[src/rtl/mmio_ctrl_if.sv]
// CPU-side load/store bus into the memory-mapped I/O controller.
interface mmio_ctrl_if #(
  parameter int unsigned DBITS = 32
);
  logic             we;
  logic             re;
  logic [DBITS-1:0] addr;
  logic [DBITS-1:0] wdata;
  logic             sel;
  logic [DBITS-1:0] rdata;

  modport master (output we, re, addr, wdata, input sel, rdata);
  modport slave  (input we, re, addr, wdata, output sel, rdata);
endinterface

[src/rtl/mmio_ctrl.sv]
// Memory-mapped I/O controller: HEX/LED output registers, debounced KEY/SW inputs
// and sticky key-press flags that are cleared by a KEY read.
module mmio_ctrl #(
  parameter int unsigned     DBITS           = 32,
  parameter logic [DBITS-1:0] ADDR_HEX       = DBITS'(32'hF000_0000),
  parameter logic [DBITS-1:0] ADDR_LEDR      = DBITS'(32'hF000_0004),
  parameter logic [DBITS-1:0] ADDR_LEDG      = DBITS'(32'hF000_0008),
  parameter logic [DBITS-1:0] ADDR_KEY       = DBITS'(32'hF000_0010),
  parameter logic [DBITS-1:0] ADDR_SW        = DBITS'(32'hF000_0014),
  parameter int unsigned     DEBOUNCE_CYCLES = 50000
) (
  input  logic         clk,
  input  logic         reset,
  mmio_ctrl_if.slave   bus,
  input  logic [3:0]   key_in,
  input  logic [9:0]   sw_in,
  output logic [15:0]  hex_out,
  output logic [9:0]   ledr_out,
  output logic [7:0]   ledg_out
);

  localparam int unsigned NKEY = 4;
  localparam int unsigned NSW  = 10;
  localparam int unsigned NIN  = NKEY + NSW;
  localparam int unsigned CW   = $clog2(DEBOUNCE_CYCLES) + 1;

  logic [NIN-1:0] sync1;
  logic [NIN-1:0] sync2;
  logic [NIN-1:0] in_sync_c;
  logic [NIN-1:0] db;
  logic [NIN-1:0] diff_c;
  logic [NIN-1:0] accept_c;
  logic [CW-1:0]  cnt       [NIN];
  logic [CW-1:0]  cnt_nxt_c [NIN];

  logic [NKEY-1:0] key_db;
  logic [NSW-1:0]  sw_db;
  logic [NKEY-1:0] press_flag;
  logic [NKEY-1:0] press_set_c;
  logic            key_clr_c;

  logic hit_hex_c, hit_ledr_c, hit_ledg_c, hit_key_c, hit_sw_c;
  logic [DBITS-1:0] rd_mux_c;
  logic             unused_wdata_c;

  // Two-flop synchroniser on the raw pins; keys are active-low at the pin.
  always_ff @(posedge clk or negedge reset) begin
    if (!reset) begin
      sync1 <= '0;
      sync2 <= '0;
    end else begin
      sync1 <= {sw_in, key_in};
      sync2 <= sync1;
    end
  end

  assign in_sync_c = {sync2[NIN-1:NKEY], ~sync2[NKEY-1:0]};

  // Per-bit stability counter; a bit is accepted after DEBOUNCE_CYCLES differing samples.
  always_comb begin
    diff_c   = '0;
    accept_c = '0;
    for (int i = 0; i < int'(NIN); i++) begin
      cnt_nxt_c[i] = '0;
      diff_c[i]    = in_sync_c[i] != db[i];
      accept_c[i]  = diff_c[i] && (cnt[i] == CW'(DEBOUNCE_CYCLES - 1));
      if (diff_c[i] && !accept_c[i]) begin
        cnt_nxt_c[i] = cnt[i] + CW'(1);
      end
    end
  end

  always_ff @(posedge clk or negedge reset) begin
    if (!reset) begin
      for (int i = 0; i < int'(NIN); i++) begin
        cnt[i] <= '0;
      end
      db <= '0;
    end else begin
      for (int i = 0; i < int'(NIN); i++) begin
        cnt[i] <= cnt_nxt_c[i];
      end
      db <= (db & ~accept_c) | (in_sync_c & accept_c);
    end
  end

  assign key_db = db[NKEY-1:0];
  assign sw_db  = db[NIN-1:NKEY];

  // Address decode; only exact matches select a register.
  assign hit_hex_c  = bus.addr == ADDR_HEX;
  assign hit_ledr_c = bus.addr == ADDR_LEDR;
  assign hit_ledg_c = bus.addr == ADDR_LEDG;
  assign hit_key_c  = bus.addr == ADDR_KEY;
  assign hit_sw_c   = bus.addr == ADDR_SW;
  assign bus.sel    = hit_hex_c | hit_ledr_c | hit_ledg_c | hit_key_c | hit_sw_c;

  // A debounced 0->1 key edge sets its flag; set has priority over the read-clear.
  assign press_set_c = accept_c[NKEY-1:0] & in_sync_c[NKEY-1:0];
  assign key_clr_c   = bus.re & hit_key_c;

  always_ff @(posedge clk or negedge reset) begin
    if (!reset) begin
      press_flag <= '0;
    end else begin
      press_flag <= (press_flag & ~{NKEY{key_clr_c}}) | press_set_c;
    end
  end

  always_ff @(posedge clk or negedge reset) begin
    if (!reset) begin
      hex_out  <= '0;
      ledr_out <= '0;
      ledg_out <= '0;
    end else if (bus.we) begin
      if (hit_hex_c)  hex_out  <= bus.wdata[15:0];
      if (hit_ledr_c) ledr_out <= bus.wdata[9:0];
      if (hit_ledg_c) ledg_out <= bus.wdata[7:0];
    end
  end

  assign unused_wdata_c = ^bus.wdata[DBITS-1:16];

  // Load data reflects register contents before any same-edge write.
  always_comb begin
    rd_mux_c = '0;
    if (hit_hex_c)  rd_mux_c = DBITS'(hex_out);
    if (hit_ledr_c) rd_mux_c = DBITS'(ledr_out);
    if (hit_ledg_c) rd_mux_c = DBITS'(ledg_out);
    if (hit_key_c)  rd_mux_c = DBITS'({press_flag, key_db});
    if (hit_sw_c)   rd_mux_c = DBITS'(sw_db);
  end

  always_ff @(posedge clk or negedge reset) begin
    if (!reset) begin
      bus.rdata <= '0;
    end else if (bus.re) begin
      bus.rdata <= rd_mux_c;
    end
  end

endmodule

[src/flat_wrapper.sv]
// flat-port wrapper written by rule: the top's interface ports become plain ports
module mmio_ctrl_flat 
#(
  parameter int unsigned     DBITS           = 32,
  parameter logic [DBITS-1:0] ADDR_HEX       = DBITS'(32'hF000_0000),
  parameter logic [DBITS-1:0] ADDR_LEDR      = DBITS'(32'hF000_0004),
  parameter logic [DBITS-1:0] ADDR_LEDG      = DBITS'(32'hF000_0008),
  parameter logic [DBITS-1:0] ADDR_KEY       = DBITS'(32'hF000_0010),
  parameter logic [DBITS-1:0] ADDR_SW        = DBITS'(32'hF000_0014),
  parameter int unsigned     DEBOUNCE_CYCLES = 50000
)
  (clk, reset, key_in, sw_in, hex_out, ledr_out, ledg_out, bus_we, bus_re, bus_addr, bus_wdata, bus_sel, bus_rdata);
  mmio_ctrl_if #(.DBITS(DBITS)) bus_i ();
  input  logic clk;
  input  logic reset;
  input  logic [3:0] key_in;
  input  logic [9:0] sw_in;
  output logic [15:0] hex_out;
  output logic [9:0] ledr_out;
  output logic [7:0] ledg_out;
  input wire logic [$bits(bus_i.we)-1:0] bus_we;
  input wire logic [$bits(bus_i.re)-1:0] bus_re;
  input wire logic [$bits(bus_i.addr)-1:0] bus_addr;
  input wire logic [$bits(bus_i.wdata)-1:0] bus_wdata;
  output wire logic [$bits(bus_i.sel)-1:0] bus_sel;
  output wire logic [$bits(bus_i.rdata)-1:0] bus_rdata;
  assign bus_i.we = bus_we;
  assign bus_i.re = bus_re;
  assign bus_i.addr = bus_addr;
  assign bus_i.wdata = bus_wdata;
  assign bus_sel = bus_i.sel;
  assign bus_rdata = bus_i.rdata;
  mmio_ctrl #(.DBITS(DBITS), .ADDR_HEX(ADDR_HEX), .ADDR_LEDR(ADDR_LEDR), .ADDR_LEDG(ADDR_LEDG), .ADDR_KEY(ADDR_KEY), .ADDR_SW(ADDR_SW), .DEBOUNCE_CYCLES(DEBOUNCE_CYCLES)) u_core (.clk(clk), .reset(reset), .bus(bus_i), .key_in(key_in), .sw_in(sw_in), .hex_out(hex_out), .ledr_out(ledr_out), .ledg_out(ledg_out));
endmodule
[config.mk]
export PLATFORM = sky130hd
export DESIGN_NAME = mmio_ctrl_flat
export DESIGN_NICKNAME = d
export VERILOG_FILES = /design/src/rtl/mmio_ctrl_if.sv /design/src/rtl/mmio_ctrl.sv /design/src/flat_wrapper.sv
export SDC_FILE = /design/constraint.sdc
export NUM_CORES = 1
export LEC_CHECK = 0
export ABC_AREA = 1
export CAP_MARGIN = 20
export CORE_ASPECT_RATIO = 1.2
export CORE_UTILIZATION = 58
export CTS_BUF_LIST = sky130_fd_sc_hd__clkbuf_16
export CTS_CLUSTER_DIAMETER = 120
export DETAILED_ROUTE_END_ITERATION = 7
export GPL_ROUTABILITY_DRIVEN = 1
export GPL_TIMING_DRIVEN = 0
export PLACE_DENSITY_LB_ADDON = 0.15
export SYNTH_ARGS = -nofsm -noshare
export SYNTH_HDL_FRONTEND = slang
export SYNTH_SLANG_ARGS = --single-unit
export TNS_END_PERCENT = 50
[constraint.sdc]
create_clock -name clk -period 2.95 [get_ports clk]
set_clock_uncertainty 0.1 [all_clocks]
set_input_delay 0.885 -clock clk [delete_from_list [all_inputs] [get_ports clk]]
set_output_delay 0.885 -clock clk [all_outputs]
set_load 0.05 [all_outputs]
==> results.json, run 1 <==
{
  "status": "finished, violations left",
  "violations": "setup timing",
  "synth_edf_count": 0,
  "globalplace.congestion": 0.958,
  "critPathMaxFanout": 3,
  "cp_slowest_cell": "nor2_4",
  "ios": 149,
  "drtIter0Drc": 713,
  "cp-end-kind": "primary output",
  "layout_common_cells": "nand2_1 (447), dfrtp_1 (334), nor2_1 (309)",
  "grt_max_degree": 110,
  "path_buf_inv": 4,
  "clkSinkCount": 334,
  "overflow": 0,
  "die_area_um2": 29200,
  "clockRootBuffer": "clkbuf_16",
  "syn_area_um2": 16500,
  "path_clk_slew_ns": 0.06,
  "critPathTopFamily": "simple AND/OR/NAND/NOR gates",
  "p_total_mw": 9.35,
  "ys.flop_type": "dfrtp_1",
  "r2r-start": "u_core.cnt[34]",
  "clockBufferDepth": 3,
  "die_y_um": 187,
  "layout_commonest_cell": "nand2_1",
  "cts_tree": "done",
  "p_seq_frac": 0.501,
  "dr.pass1.iters": 6,
  "slowest_delay_ns": 0.22,
  "preCtsSetupSlack_ns": -1.28,
  "antennaDiodeCount": 0,
  "via_per_inst": 5.24,
  "synth-seq-cells": 334,
  "drv_slew": 0,
  "finalSetupTns_ns": -0.145,
  "yosysUniqueCellTypes": 49,
  "cp-startpoint": "bus_addr[31]",
  "peakVddDrop_mv": 0.472,
  "cts_buffers": 35,
  "async_flop_share": 1.00,
  "intPower_mw": 7.24,
  "drive_above_1_share": 0.111,
  "rsz0062_at_grt": "yes",
  "start_util": 0.590,
  "wl_per_cell_um": 14.1,
  "grt_pass1_vias": 13400,
  "switchingPower_mw": 2.11,
  "critPathKind": "input port to primary output",
  "clock_latency_ns": 0.53,
  "die_x_um": 156,
  "multiInputGateArea_um2": 7020,
  "yosys_warnings": 0,
  "clock.fmax_mhz": 323,
  "fillers": 2287,
  "setup_ws_ns": -0.145,
  "vias": 13800,
  "seqCellArea_um2": 8360,
  "combPwrFrac": 0.050,
  "cp-start-kind": "input port",
  "port_buffers": 114,
  "p_clk_frac": 0.449,
  "hold_violations": 0,
  "grt_antenna_before_repair": 0,
  "synth_area_per_cell_um2": 8.08,
  "swShare": 0.226,
  "leakagePower_nw": 9.08,
  "area_delta_synth_final_pct": 18.4,
  "track_usage": 0.262,
  "required_ns": 1.97,
  "drc": 0,
  "core_area_um2": 28000,
  "nNetsFinal": 2331,
  "drt-total-wl_mm": 37.3,
  "syn_inst": 2046,
  "period_needed_ns": 3.10,
  "drtAntennaViolNets": 0,
  "fin_crit_sh": 1.05,
  "htreeDepth": 2,
  "crit_chain": "buf_2, nand2_1, nor2_2, nand3_2, nor2_4, buf_6, nand3_2, inv_2, nand2_2, o2111ai_2, buf_6",
  "worstHoldPathType": "input port to asynchronous set/reset pin",
  "setup_viol": 1,
  "cp_data_arrival_time_ns": 2.11,
  "max-cap-violations": 0,
  "fp-row-count": 67,
  "power_density_nw_per_um2": 478,
  "seq_area_frac_synth": 0.506,
  "max_slew_margin": 0.559,
  "worstMarginPinSlew_ns": 0.661,
  "fin_hold_ws_ns": 0.189,
  "dp_hpwl_mm": 26.7,
  "grt_pass1_wl_mm": 62.2
}
-- sequential cells by signal, summed over array words and instances (netlist names), named ones only --
signal             count
u_core.press_flag      4
u_core.sync2          14
u_core.hex_out        16
u_core.ledg_out        8
u_core.bus.rdata      16
u_core.cnt           238
u_core.ledr_out       10
u_core.sync1          14
-- cell families after synthesis --
| logic type | after synthesis | synth area share |
|---|---|---|
| adders and majority gates | 14 | 0.0106 |
| buffers and inverters | 317 | 0.0794 |
| xor gates and xnor gates | 49 | 0.0260 |
| AOI/OAI and AO/OA | 161 | 0.0560 |
| other | 1 | 0.000227 |
| and+or+nand+nor | 1170 | 0.322 |
| DFF | 334 | 0.506 |
-- stage by stage --
stage	util	instances	area [um2]
floorplan	-	2061	16600
global placement	0.650	2554	18200
detailed placement	0.653	2557	18300
CTS	0.697	2632	19500
global route	0.699	2637	19600
finish	0.699	2637	19600
-- layout make-up --
type | count | share of cell area
clock buffer | 37 | 0.0473
inverter | 274 | 0.0527
multi-input combinational | 1410 | 0.359
clock inverter | 23 | 0.00780
timing repair buffer | 137 | 0.0671
sequential | 334 | 0.427
buffer | 43 | 0.0147
tap | 379 | 0.0242
-- cell usage after synthesis, drive strengths merged (15+ instances only) --
cell type	count	share of area
nor3	102	0.035
inv	274	0.062
a31oi	15	0.0057
nand4	40	0.015
nand2	464	0.11
xor2	38	0.020
buf	41	0.017
nor3b	25	0.011
dfrtp	334	0.51
nor2	356	0.089
o21ai	69	0.023
nor4	51	0.019
a21oi	55	0.017
nand3	104	0.033
-- path summary, 6_finish.rpt --
path | to | slack, ns | depth (start not counted)
worst min-delay path | u_core.cnt[53] | 0.19 | 1
min in group clk | u_core.sync2[2] | 0.24 | 0
worst max-delay path | bus_sel | -0.15 | 11
max in group asynchronous | u_core.sync2[1] | 1.33 | 3
worst max register to register | u_core.cnt[48] | 1.02 | 10
worst min register to register | u_core.sync2[2] | 0.24 | 0
-- per-layer routing --
metal,vias to the layer above,part of all wire,track usage
li1,6919,-,-
met3,79,0.055,0.0489
met2,330,0.49,0.449
met4,0,0.037,0.117
met5,-,0,0
met1,6491,0.42,0.320
-- timing repair --
item | in CTS | in global routing
resized for setup | 99 | 12
hold buffers | 0 | 0
buffers inserted | 15 | 5
hold endpoints to repair | 0 | 0
setup endpoints to repair | 1 | 1
pin swaps | 26 | 14
-- worst register-to-register path, cell delays in order, from the launching register on --
cell and delay [ns]:
dfrtp_1 0.37, ha_1 0.18, nand2_1 0.08, nor2_2 0.21
nand3_2 0.13, nor3_4 0.24, nand4_1 0.18, nor2_1 0.17
nand2_1 0.06, nand2_1 0.06, nor2_1 0.04
-- power groups by stage --
| stage | Clock [mW] | Combinational [mW] | Sequential, mW |
|---|---|---|---|
| finish | 4.20 | 0.465 | 4.69 |
| global route | 4.47 | 0.527 | 4.69 |
| CTS | 4.30 | 0.472 | 4.69 |
| detailed placement | 0 | 0.475 | 4.77 |
| global placement | 0 | 0.451 | 4.78 |
| floorplan | 0 | 0.230 | 4.77 |
Power figures use the tool's default switching activity.
==> inputs of run 2 (changes only) <==
--- a/config.mk
+++ b/config.mk
@@ -8,5 +8,4 @@
 export ABC_AREA = 1
 export CAP_MARGIN = 20
-export CORE_ASPECT_RATIO = 1.2
 export CORE_UTILIZATION = 58
 export CTS_BUF_LIST = sky130_fd_sc_hd__clkbuf_16
--- a/constraint.sdc
+++ b/constraint.sdc
@@ -3,3 +3,3 @@
 set_input_delay 0.885 -clock clk [delete_from_list [all_inputs] [get_ports clk]]
 set_output_delay 0.885 -clock clk [all_outputs]
-set_load 0.05 [all_outputs]
+set_load 0.1 [all_outputs]
==> results.json, run 2 (same netlist as run 1, synthesis figures left out) <==
{
  "clockBufferDepth": 3,
  "cp-end-kind": "primary output",
  "layout_common_cells": "nand2_1 (445), dfrtp_1 (334), nor2_1 (309)",
  "max_slew_margin": 0.314,
  "critPathKind": "input port to primary output",
  "globalplace.congestion": 0.930,
  "max-cap-violations": 0,
  "htreeDepth": 2,
  "place_inst": 2556,
  "rsz0062_at_grt": "yes",
  "fin_hold_ws_ns": 0.195,
  "grt_pass1_vias": 13700,
  "top_regs": "u_core.cnt (238), u_core.bus.rdata (16), u_core.hex_out (16)",
  "cp_data_arrival_time_ns": 2.15,
  "core_area_um2": 27900,
  "required_ns": 1.97,
  "grt_pass1_wl_mm": 64.2,
  "fp-row-count": 61,
  "die_x_um": 171,
  "worstMarginPinSlew_ns": 1.03,
  "period_needed_ns": 3.14,
  "antennaDiodeCount": 0,
  "hold_violations": 0,
  "cts_tree": "done",
  "die_y_um": 171,
  "r2r-start": "u_core.cnt[68]",
  "cp-start-kind": "input port",
  "hold_buffers": 0,
  "start_util": 0.592,
  "drive_above_1_share": 0.115,
  "r2r_cells": 12,
  "violations": "setup timing",
  "grt_antenna_before_repair": 0,
  "worstHoldPathType": "input port to asynchronous set/reset pin",
  "drtIter0Drc": 910,
  "area_delta_synth_final_pct": 19.0,
  "clock.fmax_mhz": 319,
  "via_per_inst": 5.28,
  "wl_per_cell_um": 14.4,
  "power_density_nw_per_um2": 498,
  "dp_hpwl_mm": 27.1,
  "clkSinkCount": 334,
  "overflow": 0,
  "status": "finished, violations left",
  "setup_ws_ns": -0.187,
  "ios": 149,
  "vias": 13900,
  "drtAntennaViolNets": 0,
  "critPathMaxFanout": 2,
  "regMostFlops": "u_core.cnt",
  "setup_viol": 1,
  "peakVddDrop_mv": 0.481,
  "grt_max_degree": 91,
  "drc": 0,
  "timing.rr.end": "u_core.cnt[82]",
  "track_usage": 0.273,
  "dr.pass1.iters": 7,
  "port_buffers": 114,
  "nNetsFinal": 2330,
  "fin_crit_sh": 1.06,
  "clock_latency_ns": 0.53,
  "cts_buffers": 38,
  "layout_commonest_cell": "nand2_1",
  "reg2reg_slack_ns": 0.98,
  "clockRootBuffer": "clkbuf_16",
  "path_clk_slew_ns": 0.05,
  "leakagePower_nw": 9.42,
  "fin_cells": 2641,
  "largest_register_ffs": 238,
  "die_area_um2": 29200,
  "drt-total-wl_mm": 38.0,
  "drv_slew": 0,
  "fillers": 2255
}
-- run 2: cell types whose count changed in the layout (fill, tap and decap cells not counted), moves of 4 or more --
cell / before / now
buf_4: 38 / 33
buf_6: 10 / 14
clkdlybuf4s15_1: 5 / 1
clkdlybuf4s50_1: 82 / 33
clkinv_1: 8 / 4
dlygate4sd2_1: 9 / 61
-- run 2: worst max-delay path by stage --
stage | start | to | slack [ns] | depth (start not counted)
final | bus_addr[3] | bus_sel | -0.19 | 6
after CTS | bus_addr[31] | bus_sel | -0.21 | 10
after global routing | bus_addr[23] | bus_sel | -0.23 | 11
after global placement | reset | u_core.cnt[164] | -13.52 | 1
after detailed placement | bus_addr[23] | bus_sel | -1.71 | 11
after floorplan | bus_addr[23] | bus_sel | -0.08 | 6
-- run 2: area by class of cell --
class                   instances  area [um2]  share of cell area
multi-input cells            1410        7060               0.359
plain buffers                  43         288              0.0146
repair buffers                133        1260              0.0640
clock buffers                  38         951              0.0483
clock inverters                31         264              0.0134
inverters                     274        1030              0.0524
well taps                     378         473              0.0240
flip-flops and latches        334        8360               0.425
-- run 2: worst max-delay path: stages --
cell	delay (ns)
clkdlybuf4s50_1	0.50
nand2_2	0.08
nor2_4	0.14
inv_1	0.08
o2111ai_4	0.25
buf_12	0.21
-- run 2: repair_timing --
item	in CTS	in global routing
setup endpoints to repair	51	1
pin swaps	27	14
resized for setup	151	16
setup buffers	8	8
-- run 2: report_power, final --
group	switching (mW)	total, mW	leakage (nW)	internal [mW]
clock	1.87	4.58	0.629	2.71
sequential	0.0438	4.69	4.54	4.65
combinational	0.359	0.526	4.25	0.167
total	2.27	9.79	9.42	7.52
-- run 2: routing by layer --
metal | vias to the layer above | part of all wire | GRT usage
li1 | 6923 | - | -
met1 | 6561 | 0.44 | 0.359
met2 | 380 | 0.48 | 0.461
met3 | 74 | 0.055 | 0.0437
met4 | 0 | 0.028 | 0.0885
met5 | - | 0 | 0
-- run 2: through the flow --
step	setup WS (ns)	setup TNS, ns	instance area, um2	util	power (mW)
2_1_floorplan	-0.0818	-0.0818	16600	-	5.04
3_5_place_dp	-1.71	-2.75	18300	0.656	5.30
6_report	-0.187	-0.187	19700	0.704	9.79
3_3_place_gp	-13.52	-4505.58	18200	0.653	5.28
5_1_grt	-0.226	-0.226	19700	0.704	10.2
4_1_cts	-0.212	-0.212	19600	0.701	9.89
==> inputs of run 3 (changes only) <==
Settings changed: CORE_ASPECT_RATIO from default to 0.8, SETUP_SLACK_MARGIN from default to 0.4.
Clock period 2.95 ns to 3.5 ns, I/O delays scaled along.
==> results.json, run 3 (same netlist as run 1, synthesis figures left out) <==
{
  "critPathMaxFanout": 3,
  "fillers": 2154,
  "port_buffers": 114,
  "fin_hold_ws_ns": 0.246,
  "fin_crit_sh": 0.974,
  "clockBufferDepth": 3,
  "status": "complete, no violations",
  "grt_antenna_before_repair": 1,
  "die_area_um2": 29200,
  "crit_chain": "buf_6, nor2_2, and2_4, nand2_4, nor2_4, nand3_4, o21bai_4, o2111ai_4, buf_12",
  "vias": 13900,
  "path_buf_inv": 2,
  "required_ns": 2.35,
  "die_y_um": 153,
  "grt_pass1_wl_mm": 62.9,
  "top_regs": "u_core.cnt (238), u_core.bus.rdata (16), u_core.hex_out (16)",
  "max_slew_margin": 0.258,
  "holdPathStages": 0,
  "ios": 149,
  "path_clk_slew_ns": 0.05,
  "dr.pass1.iters": 5,
  "dp_hpwl_mm": 27.2,
  "layout_common_cells": "nand2_1 (446), dfrtp_1 (334), nor2_1 (309)",
  "start_util": 0.598,
  "drt-total-wl_mm": 37.4,
  "area_delta_synth_final_pct": 18.2,
  "p_total_mw": 7.96,
  "critPathTopFamily": "simple AND/OR/NAND/NOR gates",
  "stdcell_area_um2": 19500,
  "peakVddDrop_mv": 0.390,
  "clock.fmax_mhz": 293,
  "hold_violations": 0,
  "crit_cells": 9,
  "holdCritStartpoint": "u_core.sync1[9]",
  "nNetsFinal": 2322,
  "clkSinkCount": 334,
  "preCtsSetupSlack_ns": -1.39,
  "drc": 0,
  "via_per_inst": 5.32,
  "rsz0062_at_grt": "yes",
  "htreeDepth": 2,
  "core_area_um2": 27600,
  "setup_ws_ns": 0.0912,
  "placed_cell_area_um2": 18300,
  "drtAntennaViolNets": 0,
  "drv_slew": 0,
  "fin_cells": 2608,
  "clockRootBuffer": "clkbuf_16",
  "setup_viol": 0,
  "regMostFlops": "u_core.cnt",
  "period_needed_ns": 3.41,
  "cts_buffers": 35,
  "finalSetupTns_ns": 0,
  "place_inst": 2542,
  "slowest_delay_ns": 0.21,
  "globalplace.congestion": 0.883,
  "wl_per_cell_um": 14.3,
  "cp_slowest_cell": "buf_12",
  "r2r-start": "u_core.cnt[170]",
  "die_x_um": 191,
  "drtIter0Drc": 993,
  "leakagePower_nw": 9.41,
  "critPathKind": "input port to primary output",
  "power_density_nw_per_um2": 407,
  "reg2reg_slack_ns": 1.52,
  "postLayoutCoreUtil": 0.707,
  "cp-end-kind": "primary output",
  "grt_pass1_vias": 13300,
  "multiInputGateArea_um2": 7050,
  "max-cap-violations": 0,
  "worstHoldEndpoint": "u_core.sync2[9]",
  "cp-start-kind": "input port",
  "largest_register_ffs": 238,
  "timing.rr.end": "u_core.cnt[184]",
  "fp-row-count": 54,
  "seqCellArea_um2": 8360,
  "overflow": 0,
  "layout_commonest_cell": "nand2_1",
  "drive_above_1_share": 0.107,
  "track_usage": 0.263,
  "grt_max_degree": 115,
  "cp_data_arrival_time_ns": 2.26,
  "clock_latency_ns": 0.51,
  "cts_tree": "done",
  "worstMarginPinSlew_ns": 1.12,
  "r2r_cells": 11,
  "worstHoldPathType": "flip-flop to flip-flop"
}
==> run 3: changes by cell type in the layout (fill, tap and decap cells not counted), sizes merged <==
cell	previous run	this run
buf	78	73
bufinv	4	3
clkbuf	40	39
clkdlybuf4s15	1	8
clkdlybuf4s50	33	45
clkinv	15	7
diode	0	1
dlygate4sd2	61	29
dlymetal6s2s	1	14
inv	284	279
==> run 3: final cells by class <==
type	instances	share of cell area
antenna	1	0.000128
buffer	43	0.0147
clock buffer	37	0.0474
clock inverter	17	0.00781
inverter	274	0.0528
multi-input combinational	1410	0.361
sequential	334	0.428
tap	364	0.0233
timing repair buffer	128	0.0651
==> run 3: how the worst max path moves through the flow <==
stage | endpoint | from
floorplan | bus_sel | bus_addr[23]
global placement | u_core.cnt[78] | reset
detailed placement | bus_sel | bus_addr[29]
CTS | bus_sel | bus_addr[22]
global route | bus_sel | bus_addr[16]
finish | bus_sel | bus_addr[22]
==> run 3: worst reg2reg max path: cells and delay by family, from the launching register on <==
kind / cells / cell delay (ns)
flops: 1 / 0.37
simple gates: 10 / 1.27
fa+ha+maj: 1 / 0.17
==> run 3: where the power goes <==
group	switching [mW]	total (mW)	internal [mW]
clock network	1.46	3.57	2.11
registers	0.0379	3.96	3.92
logic	0.299	0.436	0.138
total	1.79	7.96	6.16
==> run 3: repair_timing <==
| action | CTS | global route |
|---|---|---|
| gates cloned | 0 | 0 |
| setup buffers | 8 | 3 |
| endpoints found under the setup margin | 51 | 27 |
| pin swaps | 27 | 18 |
| gates resized for setup | 121 | 37 |
| hold buffers | 0 | 0 |
==> run 3: routing by layer <==
layer,vias up,share of wire,GRT usage,routed length [um]
met3,72,0.053,0.0434,1990
met2,350,0.46,0.412,17000
met4,0,0.024,0.0766,889
met1,6546,0.47,0.377,17500
li1,6914,-,-,-
met5,-,0,0,0
